--- src/rtl/eth_tx_frame_arbiter_pkg.sv ---
`default_nettype none
// +----------------------------------------------------------------------+
// | eth_tx_frame_arbiter_pkg                                               |
// | Shared FSM state encoding and sizing helper for the TX frame arbiter.  |
// | Revision: 1.0                                                          |
// +----------------------------------------------------------------------+
package eth_tx_frame_arbiter_pkg;

    typedef enum logic [1:0] {
        ST_IDLE  = 2'd0,
        ST_PASS  = 2'd1,
        ST_ABORT = 2'd2,
        ST_DRAIN = 2'd3
    } arb_state_t;

    localparam logic [7:0] C_ABORT_DATA = 8'h00;

    // Returns ceil(log2(value)); 0 for value <= 1.
    function automatic int clog2_f(input int value);
        int r;
        int v;
        r = 0;
        v = value - 1;
        while (v > 0) begin
            r = r + 1;
            v = v >> 1;
        end
        return r;
    endfunction

endpackage
`default_nettype wire

--- src/rtl/eth_tx_frame_arbiter_rr_select.sv ---
`default_nettype none
// +----------------------------------------------------------------------+
// | rr_priority_select                                                     |
// | Combinational round-robin picker: first requester above 'last'.        |
// | Revision: 1.0                                                          |
// +----------------------------------------------------------------------+
module rr_priority_select
    import eth_tx_frame_arbiter_pkg::*;
#(
    parameter int N  = 2,
    parameter int IW = clog2_f(N)
) (
    input  logic [N-1:0]  req,
    input  logic [IW-1:0] last,
    output logic [N-1:0]  pick,
    output logic          valid
);

    logic [IW-1:0] w_idx;
    int            w_sum;

    // Walk (last+1) .. (last+N) modulo N; the port that just won is checked last.
    always_comb begin
        pick  = '0;
        valid = 1'b0;
        w_idx = '0;
        w_sum = 0;
        for (int k = 1; k <= N; k++) begin
            w_sum = int'(last) + k;
            if (w_sum >= N) begin
                w_sum = w_sum - N;
            end
            w_idx = IW'(w_sum);
            if (!valid && req[w_idx]) begin
                pick[w_idx] = 1'b1;
                valid       = 1'b1;
            end
        end
    end

endmodule
`default_nettype wire

--- src/rtl/eth_tx_frame_arbiter.sv ---
`default_nettype none
// +----------------------------------------------------------------------+
// | eth_tx_frame_arbiter                                                   |
// | Frame-atomic round-robin mux of N AXI-Stream sources onto the MAC TX.  |
// | Revision: 1.0                                                          |
// +----------------------------------------------------------------------+
module eth_tx_frame_arbiter
    import eth_tx_frame_arbiter_pkg::*;
#(
    parameter int C_NUM_PORTS     = 2,
    parameter int C_STALL_TIMEOUT = 256
) (
    input  logic                       gtx_clk,
    input  logic                       gtx_rst,
    input  logic [8*C_NUM_PORTS-1:0]   s_axis_tdata,
    input  logic [C_NUM_PORTS-1:0]     s_axis_tvalid,
    input  logic [C_NUM_PORTS-1:0]     s_axis_tlast,
    input  logic [C_NUM_PORTS-1:0]     s_axis_tuser,
    output logic [C_NUM_PORTS-1:0]     s_axis_tready,
    output logic [7:0]                 m_axis_tdata,
    output logic                       m_axis_tvalid,
    output logic                       m_axis_tlast,
    output logic                       m_axis_tuser,
    input  logic                       m_axis_tready,
    output logic [C_NUM_PORTS-1:0]     grant,
    output logic                       abort
);

    localparam int IW = clog2_f(C_NUM_PORTS);
    localparam int CW = (C_STALL_TIMEOUT > 0) ? clog2_f(C_STALL_TIMEOUT + 1) : 1;
    localparam logic [CW-1:0] C_STALL_MAX   = '1;
    localparam logic [CW-1:0] C_STALL_LIMIT = CW'(C_STALL_TIMEOUT);

    arb_state_t             r_state;
    logic [C_NUM_PORTS-1:0] r_grant;
    logic [IW-1:0]          r_last;
    logic [CW-1:0]          r_stall;
    logic                   r_abort;

    logic [C_NUM_PORTS-1:0] w_pick;
    logic                   w_pick_valid;
    logic [IW-1:0]          w_pick_idx;
    logic [7:0]             w_port_data [C_NUM_PORTS];
    logic [7:0]             w_src_data;
    logic                   w_src_valid;
    logic                   w_src_last;
    logic                   w_src_user;
    logic [CW-1:0]          w_stall_inc;
    logic                   w_expire;

    generate
        for (genvar gi = 0; gi < C_NUM_PORTS; gi++) begin : g_unpack
            assign w_port_data[gi] = s_axis_tdata[8*gi +: 8];
        end
    endgenerate

    rr_priority_select #(
        .N  (C_NUM_PORTS),
        .IW (IW)
    ) u_rr_select (
        .req   (s_axis_tvalid),
        .last  (r_last),
        .pick  (w_pick),
        .valid (w_pick_valid)
    );

    always_comb begin
        w_pick_idx = '0;
        for (int i = 0; i < C_NUM_PORTS; i++) begin
            if (w_pick[i]) begin
                w_pick_idx = IW'(i);
            end
        end
    end

    // r_last always names the current owner while a frame is in flight.
    assign w_src_data  = w_port_data[r_last];
    assign w_src_valid = s_axis_tvalid[r_last];
    assign w_src_last  = s_axis_tlast[r_last];
    assign w_src_user  = s_axis_tuser[r_last];

    assign w_stall_inc = (r_stall == C_STALL_MAX) ? r_stall : r_stall + CW'(1);
    assign w_expire    = (C_STALL_TIMEOUT != 0) && (w_stall_inc == C_STALL_LIMIT);

    always_comb begin
        s_axis_tready = '0;
        m_axis_tdata  = 8'h00;
        m_axis_tvalid = 1'b0;
        m_axis_tlast  = 1'b0;
        m_axis_tuser  = 1'b0;
        case (r_state)
            ST_PASS: begin
                m_axis_tdata          = w_src_data;
                m_axis_tvalid         = w_src_valid;
                m_axis_tlast          = w_src_last;
                m_axis_tuser          = w_src_user;
                s_axis_tready[r_last] = m_axis_tready;
            end
            ST_ABORT: begin
                m_axis_tdata  = C_ABORT_DATA;
                m_axis_tvalid = 1'b1;
                m_axis_tlast  = 1'b1;
                m_axis_tuser  = 1'b1;
            end
            ST_DRAIN: begin
                s_axis_tready[r_last] = 1'b1;
            end
            default: begin
            end
        endcase
    end

    always_ff @(posedge gtx_clk) begin
        if (gtx_rst) begin
            r_state <= ST_IDLE;
            r_grant <= '0;
            r_last  <= IW'(C_NUM_PORTS - 1);
            r_stall <= '0;
            r_abort <= 1'b0;
        end else begin
            r_abort <= 1'b0;
            case (r_state)
                ST_IDLE: begin
                    if (w_pick_valid) begin
                        r_grant <= w_pick;
                        r_last  <= w_pick_idx;
                        r_stall <= '0;
                        r_state <= ST_PASS;
                    end
                end
                ST_PASS: begin
                    if (w_src_valid) begin
                        r_stall <= '0;
                        if (m_axis_tready && w_src_last) begin
                            r_grant <= '0;
                            r_state <= ST_IDLE;
                        end
                    end else begin
                        r_stall <= w_stall_inc;
                        if (w_expire) begin
                            r_abort <= 1'b1;
                            r_state <= ST_ABORT;
                        end
                    end
                end
                ST_ABORT: begin
                    if (m_axis_tready) begin
                        r_state <= ST_DRAIN;
                    end
                end
                ST_DRAIN: begin
                    if (w_src_valid && w_src_last) begin
                        r_grant <= '0;
                        r_state <= ST_IDLE;
                    end
                end
                default: begin
                    r_state <= ST_IDLE;
                end
            endcase
        end
    end

    assign grant = r_grant;
    assign abort = r_abort;

endmodule
`default_nettype wire
--- config.mk ---
export PLATFORM = sky130hd
export DESIGN_NAME = eth_tx_frame_arbiter
export DESIGN_NICKNAME = d
export VERILOG_FILES = /design/src/rtl/eth_tx_frame_arbiter_pkg.sv /design/src/rtl/eth_tx_frame_arbiter_rr_select.sv /design/src/rtl/eth_tx_frame_arbiter.sv
export SDC_FILE = /design/constraint.sdc
export NUM_CORES = 1
export LEC_CHECK = 0
export ABC_AREA = 1
export CORE_MARGIN = 2
export CORE_UTILIZATION = 41
export CTS_CLUSTER_DIAMETER = 150
export DETAILED_ROUTE_END_ITERATION = 10
export GPL_TIMING_DRIVEN = 0
export PLACE_DENSITY = 0.76
export SKIP_CTS_REPAIR_TIMING = 1
export SLEW_MARGIN = 10
export SYNTH_ARGS = -nofsm -noshare
export SYNTH_HDL_FRONTEND = slang
export SYNTH_HIERARCHICAL = 1
export SYNTH_SLANG_ARGS = --single-unit
--- constraint.sdc ---
create_clock -name gtx_clk -period 1.5 [get_ports gtx_clk]
set_input_delay 0.225 -clock gtx_clk [delete_from_list [all_inputs] [get_ports gtx_clk]]
set_output_delay 0.225 -clock gtx_clk [all_outputs]
set_load 0.01 [all_outputs]
* After elaboration in Yosys (flattened, before gate mapping)
Index checks and enable logic that the tools add are counted.
** Storage, ports and cells
- Register bits after elaboration :: 15
- Input bits :: 25
- Output and inout bits :: 16
- Logic and storage cells :: 96
** Operators by class
- Add/sub/neg operators :: 5
- Magnitude comparators :: 9
- Equal/unequal tests :: 12
- Mux-type cells :: 46
- Bitwise gates (word level) :: 4
- Reductions and logical operators :: 15
** Operators with widths (count)
- two-way mux 8 bit :: 4
- two-way mux 9 bit :: 3
- two-way mux 2 bit :: 10
- two-way mux 1 bit :: 19
- == test 9 bit (second input constant) :: 2
- case mux 9 bit (2 select lines) :: 1
- AND reduction 5 bit :: 2
- adder 9 x 1 -> 9 bit (second input constant) :: 1
- != test 2 bit (second input constant) :: 4
- case mux 2 bit (4 select lines) :: 1
- logical AND 1 bit :: 6
- less-than comparator 1 x 2 -> 1 bit (second input constant) :: 3
- != test 3 bit (second input constant) :: 2
- case mux 1 bit (2 select lines) :: 3
- case mux 2 bit (3 select lines) :: 1
- == test 2 bit (second input constant) :: 2
- >= comparator 2 bit (second input constant) :: 2
- case mux 2 bit (2 select lines) :: 1
- AND reduction 2 bit :: 2
- adder 1 x 2 -> 3 bit (second input constant) :: 1
- demux 1 bit (select 1 bit) :: 3
- >= comparator 1 bit (second input constant) :: 3
- >= comparator 3 x 2 -> 1 bit (second input constant) :: 1
- nonzero test 3 bit :: 1
- 12 further kinds :: 13

* Logic depth before layout (Yosys ltp)
Gate-level depths: netlist (run 1).
- Word-level depth :: 12
- Mapped depth :: 14
- Depth with buffers taken out :: 14

* Modules after synthesis
The synthesis (run 1) kept the hierarchy.
** By module, submodules not included
- eth_tx_frame_arbiter :: times used 1, cells each 205, area an instance 1218.7 um^2, sequential area each 300.3 um^2
- rr_priority_select :: times used 1, cells each 6, area an instance 26.3 um^2, sequential area each 0.0 um^2

* Worst setup path after synthesis (run 1)
OpenSTA, ideal clock, no wires.
- Path type :: reg-to-reg
- Start :: reg r_stall[0]
- End :: reg (tool-made name)
- Arrival :: 1.473 ns
- Required time :: 1.386 ns
- Setup slack :: -0.087 ns
- Stages on the path, launching flop included :: 13
- Clock period less this slack :: 1.587 ns
- Cells stage by stage :: dfxtp_1 ha_1 nand2_2 nor2_4 nand4_1 nand2_1 nand2_1 nor2_1 nand2_1 nand2_2 nand3_2 nor2_1 nor2_2
** RTL lines
- start: declaration :: RTL line eth_tx_frame_arbiter.sv:37 : logic [CW-1:0] r_stall;
- start signal: assignment :: RTL line eth_tx_frame_arbiter.sv:139 : r_stall <= w_stall_inc;

==> PnR_summary.wiki, run 1 <==
{| class="wikitable"
! Metric !! Value
|-
| # rows || 19
|-
| Setup violations, final || 18
|-
| Worst path slowest cell || sky130_fd_sc_hd__dfxtp_1
|-
| Highest Signal Layer || met4
|-
| Number of maximum-capacitance constraint violations || 0
|-
| Final number of hold-violating endpoints || 0
|-
| Sw Share || 47.3%
|-
| Number of library cell types mapped by synthesis || 25
|-
| Nets || 296
|-
| Post-Syn Nets || ~240
|-
| Initial antenna violation count || 0
|-
| Amount of wire on met2 after detailed routing || ~1700 um
|-
| Maximum clock frequency || a little under 0.6 GHz
|-
| Worst hold-check path type || input pin to flop
|-
| Starting utilization of the core area || 44.0%
|-
| Vert. Die Dim || 59.1 um
|-
| Most frequent CP cell || sky130_fd_sc_hd__inv_2
|-
| Buffers added on ports || 40
|-
| Core utilization of the finished layout || around two thirds
|-
| Total clock sinks || 15
|-
| Number of inserted diodes || 0
|-
| Longest Clk Path Bufs || 2
|-
| Max Slew Vio Count || 0
|-
| Peak supply drop || ~0.65 mV
|-
| Count of vias placed by the detailed router || 1490
|-
| Leakage power total || 0.870 nW
|-
| Sequential-to-total area share from yosys stat || about a quarter
|-
| Critical Path Sink Type || primary output
|-
| Unrepaired setup endpoints after global routing || true
|-
| RePlAce Congestion || about 0.8
|-
| Post-Synthesis Mean Instance Area || 5.90 sq um
|-
| Netlist area before placement || around 1200 sq um
|-
| Violations in the final reports || setup timing
|-
| Chip width || ~60 um
|-
| # placed instances || approximately 280
|-
| Internal power of the cells || around 1.1 mW
|-
| Share of the cycle needed by the critical path after routing || 114%
|-
| Number of DRC violations after detailed routing || 0
|-
| Initial DRC Count || 81
|-
| Flops & latches, synth || 15
|-
| Fraction of power consumed by sequential logic || a little over a quarter
|-
| Placed standard-cell area || ~1700 sq um
|-
| Met3 wirelength from detailed routing || ~220 um
|-
| Shortest clock period the worst path allows after layout || around 1.7 ns
|-
| Aggregate negative setup slack || -1.48 ns
|-
| Root Buffer Master || sky130_fd_sc_hd__clkbuf_4
|-
| Core Footprint || approximately 2800 sq um
|-
| Part of the power in combinational logic || a little over 60%
|-
| Clock share of power || 11.3%
|-
| Ys Warns || 6
|-
| Finished Layout Cells || a little under 300
|-
| Total die area || 3490 sq um
|-
| Minimum setup slack in the final design || -0.211 ns
|-
| Instance count of the mapped netlist || approximately 210
|-
| Worst path max stage delay || roughly 0.34 ns
|-
| Data arrival time of the critical path || approximately 1.5 ns
|-
| Clock latency on the worst-skew pair || roughly 0.28 ns
|-
| Cells traversed along the worst timing path || inv_2, ha_4, inv_2, or2_1, a21oi_1, buf_2
|-
| Setup CP Type || flop to primary output
|-
| Wirelength per Cell || approximately 12 um
|-
| Rel. slew slack || 65.1%
|-
| Pwr Density || ~1100 nW/um^2
|-
| Slew @ Worst Pin || ~0.52 ns
|-
| Via count of the first global-routing pass || approximately 1400
|-
| Nature of the critical path startpoint || flop
|-
| Number of placed I/O pins || 41
|-
| Setup skew after layout || 0.00573 ns
|-
| Post-DRT Antenna Nets || 0
|-
| Psw || about 980 uW
|-
| Final Instance Area || about 1800 sq um
|-
| Total routing resource utilization after global routing || 21.1%
|-
| Routed WL || around 3600 um
|-
| Max FO, Critical Path || 6
|-
| Proportion of layout cells with a drive suffix above 1 || 24.9%
|-
| H-tree lvl count || 1
|-
| Outcome || finished with violations
|-
| GRT Residual Overflow || 0
|-
| Maximum number of pins on one net before global-route repair || 11
|-
| Global-route wire length before repair || ~5700 um
|-
| Post-route worst hold slack || between 0.4 and 0.5 ns
|-
| HPWL after detailed placement || 2500 um
|-
| TritonCTS clock tree || done
|-
| Clock slew seen by the registers of the worst setup and hold paths || 0.09 ns
|-
| Average via count per standard cell || a little over 5
|-
| Place WS || -0.636 ns
|-
| Post-layout power || between 2 and 2.5 mW
|-
| Metal1 wirelength || roughly 1600 um
|-
| CTS Buf Count || 3
|-
| Layout Area Growth over Synthesis || 48.0%
|-
| Detailed Routing Iterations Pass 1 || 4
|-
| Required @ worst endpoint || between 1 and 1.5 ns
|}
[registers in the layout, indices dropped and copies added, names as in the netlist, named ones only]
name / count
r_last: 1
r_state: 1
r_stall: 9
abort: 1
grant: 2
[layout by cell type, fill, tap and decap left out, types with 2 or more instances in the layout]
cell type and instances:
sky130_fd_sc_hd__nor2_2 7, sky130_fd_sc_hd__nor2_4 3, sky130_fd_sc_hd__inv_1 21, sky130_fd_sc_hd__dfxtp_4 3
sky130_fd_sc_hd__o21ai_0 10, sky130_fd_sc_hd__nor2_1 31, sky130_fd_sc_hd__ha_1 3, sky130_fd_sc_hd__clkbuf_2 9
sky130_fd_sc_hd__nand3_2 3, sky130_fd_sc_hd__o21bai_1 2, sky130_fd_sc_hd__clkbuf_4 3, sky130_fd_sc_hd__inv_2 6
sky130_fd_sc_hd__nor3_2 2, sky130_fd_sc_hd__nand4_1 5, sky130_fd_sc_hd__dlymetal6s2s_1 4, sky130_fd_sc_hd__nand2_1 49
sky130_fd_sc_hd__o21ai_1 5, sky130_fd_sc_hd__buf_2 4, sky130_fd_sc_hd__dfxtp_1 9, sky130_fd_sc_hd__clkdlybuf4s50_1 25
sky130_fd_sc_hd__a21oi_2 2, sky130_fd_sc_hd__xor2_1 2, sky130_fd_sc_hd__nand2_2 7, sky130_fd_sc_hd__a21oi_1 15
sky130_fd_sc_hd__buf_6 2, sky130_fd_sc_hd__clkbuf_1 2, sky130_fd_sc_hd__buf_4 8, sky130_fd_sc_hd__or2_1 3
sky130_fd_sc_hd__dfxtp_2 3, sky130_fd_sc_hd__nand3_1 9, sky130_fd_sc_hd__ha_4 2
[layer usage]
metal,up-vias,global-route usage (%)
met3,4,6.99
met5,-,0
met2,39,33.2
met4,0,5.19
met1,666,28.0
li1,781,-
[worst max-delay path, delay by kind of cell (launching register included)]
family,cells,cell delay (ns)
buf+inv,3,0.30
simple gates,1,0.26
flops,1,0.34
fa+ha+maj,1,0.16
compound gates,1,0.14
[synth_stat cells]
library cell                n  area share, %
sky130_fd_sc_hd__a21oi_1   17            6.8
sky130_fd_sc_hd__and2_1     1           0.50
sky130_fd_sc_hd__clkbuf_1   4            1.2
sky130_fd_sc_hd__clkinv_1   1           0.30
sky130_fd_sc_hd__dfxtp_1   15             24
sky130_fd_sc_hd__ha_1       5            5.0
sky130_fd_sc_hd__inv_1     25            7.5
sky130_fd_sc_hd__inv_2      1           0.30
sky130_fd_sc_hd__nand2_1   51             15
sky130_fd_sc_hd__nand2_2    6            3.0
sky130_fd_sc_hd__nand3_1   11            4.4
sky130_fd_sc_hd__nand3_2    1           0.80
sky130_fd_sc_hd__nand3_4    1            1.4
sky130_fd_sc_hd__nand4_1    5            2.5
sky130_fd_sc_hd__nor2_1    34             10
sky130_fd_sc_hd__nor2_2     4            2.0
sky130_fd_sc_hd__nor2_4     2            1.8
sky130_fd_sc_hd__nor3_1     3            1.2
sky130_fd_sc_hd__o21ai_0   10            4.0
sky130_fd_sc_hd__o21ai_1    5            2.0
sky130_fd_sc_hd__o21bai_1   2            1.2
sky130_fd_sc_hd__or2_0      1           0.50
sky130_fd_sc_hd__or2_1      3            1.5
sky130_fd_sc_hd__xnor2_1    1           0.70
sky130_fd_sc_hd__xor2_1     2            1.4
[path summary, 6_finish.rpt]
path,slack (ns),to,from,cells past startpoint
setup reg to reg,-0.17,flop,r_stall[0]$_SDFFE_PP0P_,13
hold reg to reg,0.48,grant[0]$_SDFFE_PP0P_,grant[0]$_SDFFE_PP0P_,2
setup / recovery,-0.21,m_axis_tvalid,flop,6
hold / removal,0.41,r_last$_SDFFE_PP1P_,s_axis_tvalid[1],5
[power groups by stage]
stage	logic (mW)	registers, mW	clock network [mW]
after CTS	1.27	0.524	0.239
after floorplan	0.753	0.530	0
after global placement	1.25	0.531	0
after detailed placement	1.25	0.533	0
final	1.29	0.541	0.234
after global routing	1.46	0.548	0.261
[logic make-up (layout without fill, tap and decap cells)]
kind of cell | count (synthesis) | count (layout) | share of synthesized area [%]
xor+xnor | 3 | 3 | 2.11
fa+ha+maj | 5 | 5 | 5.03
flops | 15 | 15 | 24.1
buf+inv | 31 | 84 | 9.35
compound gates | 34 | 34 | 14.1
simple gates | 123 | 124 | 45.3
[final cells by class]
| class | instances | area (sq um) |
|---|---|---|
| plain buffers | 4 | 25.0 |
| clock buffers | 4 | 26.3 |
| fillers | 268 | 986 |
| inverters | 27 | 101 |
| multi-input cells | 166 | 910 |
| flip-flops and latches | 15 | 315 |
| well taps | 31 | 38.8 |
| repair buffers | 49 | 427 |
Power figures use the tool's default switching activity.
==> inputs of run 2 (changes only) <==
Settings changed: CAP_MARGIN from default to 20, SLEW_MARGIN 10 to default.
==> results of run 2 <==
No change in the layout: final DEF, timing and power equal those of run 1.
==> inputs of run 3 (changes only) <==
Settings changed: ABC_AREA 1 to default, PLACE_DENSITY 0.76 to 0.75.
==> PnR_summary.wiki, run 3 <==
{| class="wikitable"
! Metric !! Value
|-
| Cells traversed along the worst timing path || ha_4, and2_4, nand4_1, a211oi_4, nand4_1, a221oi_2
|-
| Shortest clock period the worst path allows after layout || 1.72 ns (+0.00806 ns)
|-
| Psw || 917 uW (-6.0%)
|-
| Leakage power total || 0.831 nW (-4.5%)
|-
| Final number of hold-violating endpoints || 0 (unchanged)
|-
| Sw Share || 40.6% (-6.7 points)
|-
| Pwr Density || 1100 nW/um^2 (-1.8%)
|-
| Data arrival time of the critical path || 1.93 ns (+0.44 ns)
|-
| Total routing resource utilization after global routing || 20.5% (-0.61 points)
|-
| Total clock sinks || 15 (unchanged)
|-
| Required @ worst endpoint || 1.71 ns (+0.44 ns)
|-
| HPWL after detailed placement || 2660 um (+6.3%)
|-
| Instance count of the mapped netlist || 167 (-21%)
|-
| Via count of the first global-routing pass || 1332 (-2.4%)
|-
| Clock latency on the worst-skew pair || 0.30 ns (+0.02 ns)
|-
| Max FO, Critical Path || 6 (unchanged)
|-
| Area share of the leading cell type in the synthesized netlist || 23.7% (-0.43 points)
|-
| Layout Area Growth over Synthesis || 62.2%
|-
| Core Footprint || 3000 sq um (+6.1%)
|-
| Number of maximum-capacitance constraint violations || 0 (unchanged)
|-
| Global-route wire length before repair || 5720 um (+1.2%)
|-
| Critical Path Sink Type || flop
|-
| Most instantiated flip-flop cell in the synthesis netlist || sky130_fd_sc_hd__dfxtp_1
|-
| Cell family with the largest share of critical-path delay || compound AO/OA/AOI/OAI gates
|-
| Average via count per standard cell || 5.70 (+13%)
|-
| EDFF count, synth || 0 (unchanged)
|-
| Ys Warns || 6 (unchanged)
|-
| Depth of the worst register-to-register path || 6 (-7)
|-
| Commonest cells after routing, fill and taps aside || sky130_fd_sc_hd__clkdlybuf4s50_1 (24), sky130_fd_sc_hd__nor2_1 (18), sky130_fd_sc_hd__a21oi_1 (12), sky130_fd_sc_hd__buf_4 (11)
|-
| Startpoint of the lowest-slack register-to-register path || r_stall[1]$_SDFFE_PP0P_
|-
| Biggest area consumer among synthesized cells || sky130_fd_sc_hd__dfxtp_1
|-
| Setup skew after layout || 0.00780 ns (+0.00207 ns)
|-
| Rel. slew slack || 64.0% (-1.2 points)
|-
| Flops & latches, synth || 15 (unchanged)
|-
| Setup violations, final || 27 (+9)
|-
| Number of library cell types mapped by synthesis || 49 (+96%)
|-
| Root Buffer Master || sky130_fd_sc_hd__clkbuf_4
|-
| Worst hold-check path type || input pin to flop
|-
| Buffering stage count on the worst path with inverters included || 0 (-3)
|-
| CTS Buf Count || 3 (unchanged)
|-
| Worst path slowest cell || sky130_fd_sc_hd__dfxtp_4
|-
| Async set or reset register ratio after synthesis || 0% (unchanged)
|-
| Worst path max stage delay || 0.40 ns (+0.06 ns)
|-
| Outcome || finished with violations
|-
| Routed WL || 3970 um (+11%)
|-
| Violations in the final reports || setup timing
|-
| Number of stages on the worst hold path || 2 (-3)
|-
| Nets || 255 (-14%)
|-
| Leading cell type in the layout, fill and taps excluded || sky130_fd_sc_hd__clkdlybuf4s50_1
|-
| Detailed Routing Iterations Pass 1 || 4 (unchanged)
|-
| Number of placed I/O pins || 41 (unchanged)
|-
| Initial antenna violation count || 0 (unchanged)
|-
| H-tree lvl count || 1 (unchanged)
|-
| Slew @ Worst Pin || 0.541 ns (+0.0173 ns)
|-
| Vert. Die Dim || 59.6 um (+0.84%)
|-
| Post-DRT Antenna Nets || 0 (unchanged)
|-
| Maximum number of pins on one net before global-route repair || 11 (unchanged)
|-
| Max Slew Vio Count || 0 (unchanged)
|-
| Most area-consuming cells after synthesis || sky130_fd_sc_hd__dfxtp_1 (24%), sky130_fd_sc_hd__mux2i_1 (7.1%), sky130_fd_sc_hd__a21oi_1 (6.3%)
|-
| Worst Hold Path EP || r_stall[3]$_SDFFE_PP0P_
|-
| Cell with the most instances after synthesis || sky130_fd_sc_hd__nor2_1
|-
| Clock slew seen by the registers of the worst setup and hold paths || 0.09 ns (about the same)
|-
| Number of inserted diodes || 0 (unchanged)
|-
| Starting utilization of the core area || 42.2% (-1.8 points)
|-
| Sequential-to-total area share from yosys stat || 23.7% (-0.43 points)
|-
| Number of DRC violations after detailed routing || 0 (unchanged)
|-
| Hold wc startpoint || gtx_rst
|-
| Post-Synthesis Mean Instance Area || 7.59 sq um (+29%)
|-
| Most frequent CP cell || sky130_fd_sc_hd__nand4_1
|-
| Part of the power in combinational logic || 66.9% (+4.5 points)
|-
| Max reg flops || 9 (unchanged)
|-
| Chip width || 59.6 um (+0.84%)
|-
| TritonCTS clock tree || done
|-
| Proportion of layout cells with a drive suffix above 1 || 39.7% (+15 points)
|-
| Peak supply drop || 0.499 mV (-23%)
|-
| Unrepaired setup endpoints after global routing || true
|-
| # rows || 20 (+1)
|-
| Largest register by flop count || r_stall
|-
| GRT Residual Overflow || 0 (unchanged)
|-
| Nature of the critical path startpoint || flop
|-
| Wirelength per Cell || 15.4 um (+27%)
|-
| Buffers added on ports || 39 (-2.5%)
|-
| Setup CP Type || flop to flop
|-
| Share of the cycle needed by the critical path after routing || 115% (+0.54 points)
|-
| Minimum setup slack in the final design || -0.219 ns (-0.00806 ns)
|-
| Setup slack, reg-to-reg || -0.22 ns (-0.05 ns)
|-
| Maximum clock frequency || 0.582 GHz (-0.47%)
|-
| Post-Syn Nets || 197 (-18%)
|-
| Synth top cells by count || sky130_fd_sc_hd__nor2_1 (21), sky130_fd_sc_hd__a21oi_1 (16), sky130_fd_sc_hd__dfxtp_1 (15)
|-
| Clock share of power || 10.7% (-0.6 points)
|-
| Longest Clk Path Bufs || 2 (unchanged)
|-
| Place WS || -0.627 ns (+0.00917 ns)
|-
| Post-layout power || 2.26 mW (+9.5%)
|-
| RePlAce Congestion || 0.924 (+15%)
|-
| Fraction of power consumed by sequential logic || 22.3% (-3.9 points)
|-
| Netlist area before placement || 1270 sq um (+1.8%)
|-
| Count of vias placed by the detailed router || 1464 (-1.7%)
|-
| Internal power of the cells || 1.34 mW (+23%)
|-
| Total die area || 3550 sq um (+1.7%)
|-
| Initial DRC Count || 95 (+17%)
|}
[run 3: cell count changes in the layout (fill, tap and decap cells not counted), sizes merged, moves of 3 or more]
cell    previous run  this run
inv               27         6
nand2b             0         5
buf               14        29
nand3             13         5
nand2             57        10
and3               0         5
clkbuf            14        10
mux2i              0        10
nand4              5         8
nor2              41        21
[run 3: cell families after synthesis]
kind of cell               count (synthesis)  synth area share [%]
and+or+nand+nor                           72                  31.0
AOI/OAI and AO/OA                         47                  23.6
buffers and inverters                     15                  5.43
DFF                                       15                  23.7
muxes                                     12                  10.7
adders and majority gates                  5                  4.94
xor gates and xnor gates                   1                 0.691
[run 3: how the worst max path moves through the flow]
| stage | endpoint | depth (start not counted) | startpoint |
|---|---|---|---|
| 2_1_floorplan | flop | 6 | r_stall[1]$_SDFFE_PP0P_ |
| 3_3_place_gp | r_stall[1]$_SDFFE_PP0P_ | 8 | s_axis_tvalid[1] |
| 3_5_place_dp | r_stall[0]$_SDFFE_PP0P_ | 8 | s_axis_tvalid[1] |
| 4_1_cts | m_axis_tdata[2] | 5 | r_last$_SDFFE_PP1P_ |
| 5_1_grt | flop | 6 | r_stall[1]$_SDFFE_PP0P_ |
| 6_report | flop | 6 | r_stall[1]$_SDFFE_PP0P_ |
[run 3: power groups by stage]
stage	Sequential [mW]	Clock, mW	Combinational (mW)
2_1_floorplan	0.490	0	0.670
4_1_cts	0.483	0.247	1.08
3_5_place_dp	0.493	0	1.08
5_1_grt	0.512	0.267	1.63
3_3_place_gp	0.491	0	1.05
6_report	0.505	0.242	1.51
[run 3: routing by layer]
layer  wire length [um]  GRT usage (%)  vias to the layer above
met1               1690           25.6                      696
met5                  0              0                        -
met4                 54           3.17                        0
met3                114           4.37                        7
met2               2110           36.7                       35
li1                   -              -                      726
[run 3: cell type report]
type | instances | area, sq um
fill | 237 | 947
clock buffer | 4 | 26.3
multi-input combinational | 138 | 1100
inverter | 6 | 32.5
timing repair buffer | 54 | 475
sequential | 15 | 318
buffer | 7 | 65.1
tap | 33 | 41.3
[run 3: per-stage QoR]
stage | cells | TNS [ns] | utilization [%] | instance area [sq um] | hold WS [ns]
6_report | 257 | -2.47 | 68.5 | 2060 | 0.347
5_1_grt | 257 | -4.36 | 68.5 | 2060 | 0.391
2_1_floorplan | 167 | -0.00257 | - | 1300 | 0.440
3_5_place_dp | 239 | -12.16 | 57.7 | 1730 | 0.464
4_1_cts | 243 | -12.83 | 58.6 | 1760 | 0.311
3_3_place_gp | 239 | -11.15 | 57.7 | 1730 | 0.468
